$ cat src/rtl/lsu_bus_master.sv
// Load/store unit bus master: turns one MEM-stage access into one or two
// word-aligned bus beats, with byte-lane steering, load extension and a
// per-beat wait timeout.
module lsu_bus_master #(
  parameter int unsigned TIMEOUT_CYCLES = 64
) (
  input  logic        clk,
  input  logic        rst,
  input  logic        req_valid,
  input  logic        req_write,
  input  logic [2:0]  load_type,
  input  logic [1:0]  store_type,
  input  logic [31:0] addr,
  input  logic [31:0] wdata,
  output logic        busy,
  output logic        done,
  output logic        err,
  output logic [31:0] rdata,
  output logic        bus_req,
  output logic        bus_we,
  output logic [31:0] bus_addr,
  output logic [31:0] bus_wdata,
  output logic [3:0]  bus_be,
  input  logic        bus_gnt,
  input  logic        bus_rvalid,
  input  logic        bus_err,
  input  logic [31:0] bus_rdata
);

  localparam int unsigned CNT_W = (TIMEOUT_CYCLES > 1) ? $clog2(TIMEOUT_CYCLES) : 1;
  localparam logic [CNT_W-1:0] CNT_LAST = CNT_W'(TIMEOUT_CYCLES - 1);

  localparam logic [2:0] LT_LB  = 3'b000;
  localparam logic [2:0] LT_LH  = 3'b001;
  localparam logic [2:0] LT_LW  = 3'b010;
  localparam logic [2:0] LT_LBU = 3'b011;
  localparam logic [2:0] LT_LHU = 3'b100;

  typedef enum logic [1:0] {S_IDLE, S_ADDR, S_RESP, S_DONE} state_e;

  state_e           state_q;
  logic             beat_q;
  logic [CNT_W-1:0] cnt_q;
  logic             write_q;
  logic [2:0]       ltype_q;
  logic [31:0]      addr_q;
  logic [31:0]      wdata_q;
  logic [3:0]       mask_q;
  logic             misalign_q;
  logic [31:0]      word0_q;
  logic             done_q;
  logic             err_q;
  logic [31:0]      rdata_q;
  logic             bus_req_q;
  logic             bus_we_q;
  logic [31:0]      bus_addr_q;
  logic [31:0]      bus_wdata_q;
  logic [3:0]       bus_be_q;

  logic [3:0]  mask_c;
  logic        illegal_c;
  logic [7:0]  spill_c;
  logic        misalign_c;
  logic [31:0] wdata_m_c;
  logic [31:0] lo_word_c;
  logic [31:0] hi_word_c;

  // Word address of a beat; beat 1 is the following word (wraps at 4 GiB).
  function automatic logic [31:0] beat_addr(input logic [31:0] a, input logic beat);
    return {a[31:2], 2'b00} + (beat ? 32'd4 : 32'd0);
  endfunction

  // Byte enables of a beat: low part of the shifted mask, or the spill-over.
  function automatic logic [3:0] beat_be(input logic [3:0] mask, input logic [1:0] off,
                                         input logic beat);
    logic [7:0] wide;
    if (beat) wide = {4'b0000, mask} >> (3'd4 - {1'b0, off});
    else      wide = {4'b0000, mask} << off;
    return wide[3:0];
  endfunction

  // Store data of a beat, lane-steered to match beat_be.
  function automatic logic [31:0] beat_wdata(input logic [31:0] wd, input logic [1:0] off,
                                             input logic beat);
    logic [5:0] sh;
    sh = {1'b0, off, 3'b000};
    if (beat) return wd >> (6'd32 - sh);
    return wd << sh;
  endfunction

  // Shift the two-word window down to the access byte, then extend.
  function automatic logic [31:0] load_ext(input logic [63:0] dw, input logic [1:0] off,
                                           input logic [2:0] lt);
    logic [63:0] sh;
    sh = dw >> {off, 3'b000};
    case (lt)
      LT_LB:   return {{24{sh[7]}}, sh[7:0]};
      LT_LH:   return {{16{sh[15]}}, sh[15:0]};
      LT_LW:   return sh[31:0];
      LT_LBU:  return {24'h000000, sh[7:0]};
      LT_LHU:  return {16'h0000, sh[15:0]};
      default: return 32'h0000_0000;
    endcase
  endfunction

  // Decode size mask, legality and misalignment of the incoming request.
  always_comb begin
    mask_c    = 4'b0000;
    illegal_c = 1'b0;
    if (req_write) begin
      case (store_type)
        2'b00:   mask_c = 4'b0001;
        2'b01:   mask_c = 4'b0011;
        2'b10:   mask_c = 4'b1111;
        default: illegal_c = 1'b1;
      endcase
    end else begin
      case (load_type)
        LT_LB, LT_LBU: mask_c = 4'b0001;
        LT_LH, LT_LHU: mask_c = 4'b0011;
        LT_LW:         mask_c = 4'b1111;
        default:       illegal_c = 1'b1;
      endcase
    end
    spill_c    = {4'b0000, mask_c} << addr[1:0];
    misalign_c = |spill_c[7:4];
    wdata_m_c  = wdata & {{8{mask_c[3]}}, {8{mask_c[2]}}, {8{mask_c[1]}}, {8{mask_c[0]}}};
    lo_word_c  = beat_q ? word0_q : bus_rdata;
    hi_word_c  = beat_q ? bus_rdata : 32'h0000_0000;
  end

  // Access sequencer: state, beat, wait counter and all registered outputs.
  always_ff @(posedge clk) begin
    if (rst) begin
      state_q     <= S_IDLE;
      beat_q      <= 1'b0;
      cnt_q       <= '0;
      write_q     <= 1'b0;
      ltype_q     <= 3'b000;
      addr_q      <= 32'h0;
      wdata_q     <= 32'h0;
      mask_q      <= 4'b0000;
      misalign_q  <= 1'b0;
      word0_q     <= 32'h0;
      done_q      <= 1'b0;
      err_q       <= 1'b0;
      rdata_q     <= 32'h0;
      bus_req_q   <= 1'b0;
      bus_we_q    <= 1'b0;
      bus_addr_q  <= 32'h0;
      bus_wdata_q <= 32'h0;
      bus_be_q    <= 4'b0000;
    end else begin
      done_q <= 1'b0;
      case (state_q)
        S_IDLE: begin
          if (req_valid) begin
            write_q    <= req_write;
            ltype_q    <= load_type;
            addr_q     <= addr;
            wdata_q    <= wdata_m_c;
            mask_q     <= mask_c;
            misalign_q <= misalign_c;
            word0_q    <= 32'h0;
            beat_q     <= 1'b0;
            cnt_q      <= '0;
            if (illegal_c) begin
              state_q <= S_DONE;
              done_q  <= 1'b1;
              err_q   <= 1'b1;
              rdata_q <= 32'h0;
            end else begin
              state_q     <= S_ADDR;
              bus_req_q   <= 1'b1;
              bus_we_q    <= req_write;
              bus_addr_q  <= beat_addr(addr, 1'b0);
              bus_be_q    <= beat_be(mask_c, addr[1:0], 1'b0);
              bus_wdata_q <= beat_wdata(wdata_m_c, addr[1:0], 1'b0);
            end
          end
        end
        S_ADDR: begin
          if (bus_gnt) begin
            state_q   <= S_RESP;
            bus_req_q <= 1'b0;
            cnt_q     <= '0;
          end else if (cnt_q == CNT_LAST) begin
            state_q   <= S_DONE;
            bus_req_q <= 1'b0;
            done_q    <= 1'b1;
            err_q     <= 1'b1;
            rdata_q   <= 32'h0;
          end else begin
            cnt_q <= cnt_q + CNT_W'(1);
          end
        end
        S_RESP: begin
          if (bus_rvalid) begin
            if (bus_err) begin
              state_q <= S_DONE;
              done_q  <= 1'b1;
              err_q   <= 1'b1;
              rdata_q <= 32'h0;
            end else if (!beat_q && misalign_q) begin
              word0_q     <= bus_rdata;
              beat_q      <= 1'b1;
              cnt_q       <= '0;
              state_q     <= S_ADDR;
              bus_req_q   <= 1'b1;
              bus_addr_q  <= beat_addr(addr_q, 1'b1);
              bus_be_q    <= beat_be(mask_q, addr_q[1:0], 1'b1);
              bus_wdata_q <= beat_wdata(wdata_q, addr_q[1:0], 1'b1);
            end else begin
              state_q <= S_DONE;
              done_q  <= 1'b1;
              err_q   <= 1'b0;
              rdata_q <= write_q ? 32'h0 : load_ext({hi_word_c, lo_word_c}, addr_q[1:0], ltype_q);
            end
          end else if (cnt_q == CNT_LAST) begin
            state_q <= S_DONE;
            done_q  <= 1'b1;
            err_q   <= 1'b1;
            rdata_q <= 32'h0;
          end else begin
            cnt_q <= cnt_q + CNT_W'(1);
          end
        end
        S_DONE:  state_q <= S_IDLE;
        default: state_q <= S_IDLE;
      endcase
    end
  end

  // Stall while a request is pending or in flight; never during the done cycle.
  assign busy = ~rst & (((state_q == S_IDLE) & req_valid) | (state_q == S_ADDR) |
                        (state_q == S_RESP));

  assign done      = done_q;
  assign err       = err_q;
  assign rdata     = rdata_q;
  assign bus_req   = bus_req_q;
  assign bus_we    = bus_we_q;
  assign bus_addr  = bus_addr_q;
  assign bus_wdata = bus_wdata_q;
  assign bus_be    = bus_be_q;

endmodule

$ cat config.mk
export PLATFORM = sky130hd
export DESIGN_NAME = lsu_bus_master
export DESIGN_NICKNAME = d
export VERILOG_FILES = /design/src/rtl/lsu_bus_master.sv
export SDC_FILE = /design/constraint.sdc
export NUM_CORES = 1
export LEC_CHECK = 0
export ABC_CLOCK_PERIOD_IN_PS = 8300
export CAP_MARGIN = 15
export CORE_UTILIZATION = 57
export CTS_CLUSTER_SIZE = 10
export DETAILED_ROUTE_END_ITERATION = 10
export PLACE_DENSITY = 0.84
export SYNTH_ARGS = -nofsm -noshare
export SYNTH_HDL_FRONTEND = slang
export SYNTH_SLANG_ARGS = --single-unit
$ cat constraint.sdc
create_clock -name clk -period 8.3 [get_ports clk]
set_input_delay 1.245 -clock clk [delete_from_list [all_inputs] [get_ports clk]]
set_output_delay 1.245 -clock clk [all_outputs]
set_load 0.005 [all_outputs]
Yosys cells after proc, flatten, opt, wreduce, memory -nomap -nowiden:

Index checks and enable logic that the tools add are counted.

* register bits: 218
* latch bits: 0
* bits in writable memories: 0
* bits in read-only memories: 0
* output and inout port bits: 105
* logic and storage cells: 165
* memories kept: 0

* $add $sub $neg: 4
* $mul: 0
* div/mod/pow operators: 0
* order comparisons: 0
* equal/unequal tests: 25
* shift operators: 6
* muxes and demuxes: 85
* bitwise logic cells: 7
* reduce and logical (&&, ||, !) cells: 20

Operators by type and width (number)
* $mux W32: 25
* $pmux W32 S2: 3
* $pmux W32 S5: 1
* $pmux W32 S3: 1
* $shl A32 B5 Y32: 2
* $shr A64 B5 Y32: 1
* $mux W6: 6
* $add A32 B3 Y32 const B: 1
* $and A32 B32 Y32: 1
* $shr A32 B6 Y32: 1
* $mux W1: 27
* $mux W4: 6
* $pmux W4 S3: 2
* $pmux W6 S3: 1
* $mux W2: 7
* $ne A2 B2 Y1 const B: 7
* $eq A3 B2 Y1 const B: 4
* $reduce_and A5 Y1: 2
* $ne A3 B3 Y1 const B: 3
* $pmux W1 S3: 3
* $pmux W2 S4: 1
* $pmux W4 S2: 1
* $shl A4 B2 Y8: 1
* $reduce_and A7 Y1: 1
* 28 further kinds: 39

Depth between registers and ports, before layout:

* depth in word-level cells: 12
* mapped depth: 11

Worst setup path before layout:

No wires, ideal clock.

* path kind: input port to output port
* start: input rst
* end: output busy
* data arrival time: 2051 ps
* required time: 7055 ps
* slack: 5004 ps
* stages on the path: 4
* buffers on the path: 3
* cells stage by stage: clkbuf_1 > buf_2 > clkbuf_1 > a21oi_1

* longest elaborated chain between the ends: 2

RTL lines
* start: declaration: RTL line 8 `input logic rst,`
* $not A1 Y1: RTL line 235 `assign busy = ~rst & (((state_q == S_IDLE) & req_valid) | (state_q == S_ADDR) |`
* $and A1 B1 Y1: RTL line 235
* end: declaration: RTL line 15 `output logic busy,`

No other way between the ends.

Final worst setup path:

* start: input req_valid
* end: output busy

* longest elaborated chain between the ends: 4

RTL lines
* start: declaration: RTL line 9 `input logic req_valid,`
* $and A1 B1 Y1: RTL line 235
* $or A1 B1 Y1 (2 in series): RTL line 235
* $and A1 B1 Y1: RTL line 235

No other way between the ends.

==> summary.txt <==
Synthesis
  • Mux contribution to synthesized area: 11.1%
  • Distinct cells, synth: 73
  • Most area-hungry cell type in the Yosys netlist: dfxtp_1
  • Post-Synth Adder-Cell Area: 0.970%
  • Mean Syn Cell Area: between 8 and 9 µm²
  • Simple-gate area share of the yosys netlist: 21.2%
  • Top cells by area, synth: dfxtp_1 37%, mux4_2 6.4%, nand2_1 6.2%
  • Main synth FF type: dfxtp_1
  • XOR/XNOR Fraction of Synth Area: 1.66%
  • Register area share after synthesis: 37.1%
  • Combinational family with the most area after synthesis: compound AO/OA/AOI/OAI gates
  • Ys async rst share: 0%
  • EDFF count, synth: 0
  • Synth warn: 0
  • Compound-Gate Fraction of Synth Area: 23.0%
  • Count of state elements after synthesis: about 220
  • Mapped cell area: 11,600 µm²
  • Post-Syn Instances: ~1,400
  • Post-synth top area share: 37.1%

Setup path
  • Required @ worst endpoint: 7050 ps
  • Crit Path Max Fanout: 81
  • Reg2reg end: bus_wdata[14]
  • R2R depth: 8
  • CP arrival: 3150 ps
  • Crit start category: input pin
  • Worst setup EP type: primary output
  • Worst setup startpoint: req_valid
  • Critical R2R Launch: addr_q[1]
  • R2r setup slk: about 4700 ps
  • WS Path Type: in2out

Clock tree
  • Clock insertion delay at the later pin of the skew report: between 500 and 600 ps
  • Setup Buffers After CTS: 0
  • Clock slew at reported path FFs: 60 ps
  • PostCTS Resize Cnt: 0
  • CTS Buf Count: 25
  • Sinks on Clock Net: 215
  • Clock buffer depth: 3
  • CTS tree: yes
  • Clock root cell: clkbuf_16
  • H-tree depth: 1
  • Cts hold-fix bufs: 0

Floorplan
  • Initial Util: 58.8%
  • Die height: 145 µm
  • Core Box Area: 19,700 µm²
  • Die area: 20,900 µm²
  • Row Count: 51
  • I/O pin count: 213
  • Die Wd: 145 µm

Global routing
  • First-pass GRT wire length: 57,500 µm
  • Largest net degree at the start of global routing: 82
  • Vias in the first global route: around 11,000
  • Grt ovf: 0
  • Initial antenna violation count: 1
  • Total GRT Usage: 34.7%

Hold path
  • Min-Delay Startpoint: bus_addr[11]
  • Hold crit path type: reg2reg
  • WHS Path Cells: 2
  • Hold Path End: bus_addr[11]

Timing
  • RSZ-0062 raised after global routing: false
  • Final setup vio count: 0
  • Slew Viols, Final: 0
  • Worst-margin pin slew: 1210 ps
  • Fmax: between 200 and 250 MHz
  • Final setup TNS: 0 ps
  • Worst hold slack: 452 ps
  • Hold Fails Final Rpt: 0
  • Skew final: 20.9 ps
  • Tcrit/Tclk final: 52.9%
  • Final min period: 4390 ps
  • Slew HR: 19.0%

Drt
  • DRT iter0 DRCs: 1,312
  • ANT nets after route: 0
  • Via count: about 12,000
  • Final wirelength: 36,600 µm
  • DR WL/cell: 19.9 µm
  • Vias/cell: ~6.6
  • Pre-antenna DRT Iters: 6
  • Drt drc: 0

Power and ir drop
  • Pwr dens: 264 nW/µm²
  • VDD IR max: 0.153 mV
  • Leak pwr: 5.02 nW

Finish
  • Most frequent cells in the layout: 214 x dfxtp_1, 209 x clkdlybuf4s50_1, 191 x nand2_1
  • Area Growth Syn to Fin: 24.3%
  • Commonest non-fill, non-tap cell in the layout: dfxtp_1
  • Layout Utilization: around three quarters
  • Final nets: 1,683
  • Layout cell share with drive strength beyond 1: 7.32%
  • FILL cells: 1,526

Place
  • Placer's final routability congestion estimate: 0.935
  • DP Wirelength: 24,200 µm
  • I/O Buffers: between 200 and 250

Status
  • Status: finished clean

Job
  • Max-cap viol count: 0
metal layers:
layer / track usage [%] / vias to the layer above / wire length [µm]
met1: 45.8 / 5655 / 14500
met5: 0 / - / 0
met2: 55.8 / 758 / 16900
met4: 15.3 / 0 / 1500
li1: - / 5510 / -
met3: 5.79 / 120 / 3690
flip-flops by register name, indices dropped and copies added (netlist names):
signal,count
err,1
mask_q,3
addr_q,32
write_q,1
bus_be,4
bus_wdata,32
word0_q,32
bus_req,1
done,1
bus_we,1
misalign_q,1
wdata_q,32
state_q,2
beat_q,1
ltype_q,3
rdata,32
cnt_q,6
bus_addr,30
synth_stat cells (13+ instances only):
master	n
dfxtp_1	215
nand2_1	192
a21oi_1	140
nor2_1	135
nand3_1	91
clkbuf_1	80
o21ai_0	64
a22oi_1	56
mux2i_1	45
nor3_1	41
mux4_2	33
inv_1	22
buf_2	19
a221oi_1	18
o22ai_1	17
a211oi_1	15
xnor2_1	15
a211o_1	14
nand4_1	14
a31oi_1	13
logic make-up after synthesis:
group           after synthesis
simple gates                536
flops                       215
other cells                   1
compound gates              415
buf+inv                     141
xor+xnor                     22
fa+ha+maj                     9
mux                          86
metrics by stage:
stage | setup slack [ps] | area (µm²) | std cells | total power, W
after floorplan | 5000 | 11600 | 1426 | 0.00224
after global placement | 3510 | 13700 | 1802 | 0.00279
after detailed placement | 3410 | 13700 | 1802 | 0.00283
after CTS | 3910 | 14400 | 1833 | 0.00377
after global routing | 3760 | 14400 | 1836 | 0.00401
final | 3910 | 14400 | 1836 | 0.00381
power breakdown:
part	internal (W)	switching, W
registers	0.00122	0.000161
logic	0.000634	0.000831
clock network	0.000545	0.000415
cell type report:
class,instances,area [µm²],share of cell area [%]
inverters,25,93.8,0.651
clock inverters,1,8.76,0.0607
multi-input cells,1070,6770,46.9
flip-flops and latches,215,4310,29.9
diodes,1,2.50,0.0174
repair buffers,229,2250,15.6
well taps,265,332,2.30
clock buffers,30,654,4.54
worst max-delay path, stage by stage:
cell	delay (ps)
clkdlybuf4s50_1	510
nand2_2	110
buf_4	660
a21oi_1	130
clkdlybuf4s50_1	490
how the worst max path moves through the flow:
stage	end	slack, ps	cells after the start
floorplan	busy	5000	4
global placement	bus_addr[21]	3510	7
detailed placement	bus_addr[24]	3410	7
CTS	busy	3910	5
global route	busy	3760	5
finish	busy	3910	5
Note: power is estimated with default switching activity, not from simulation.
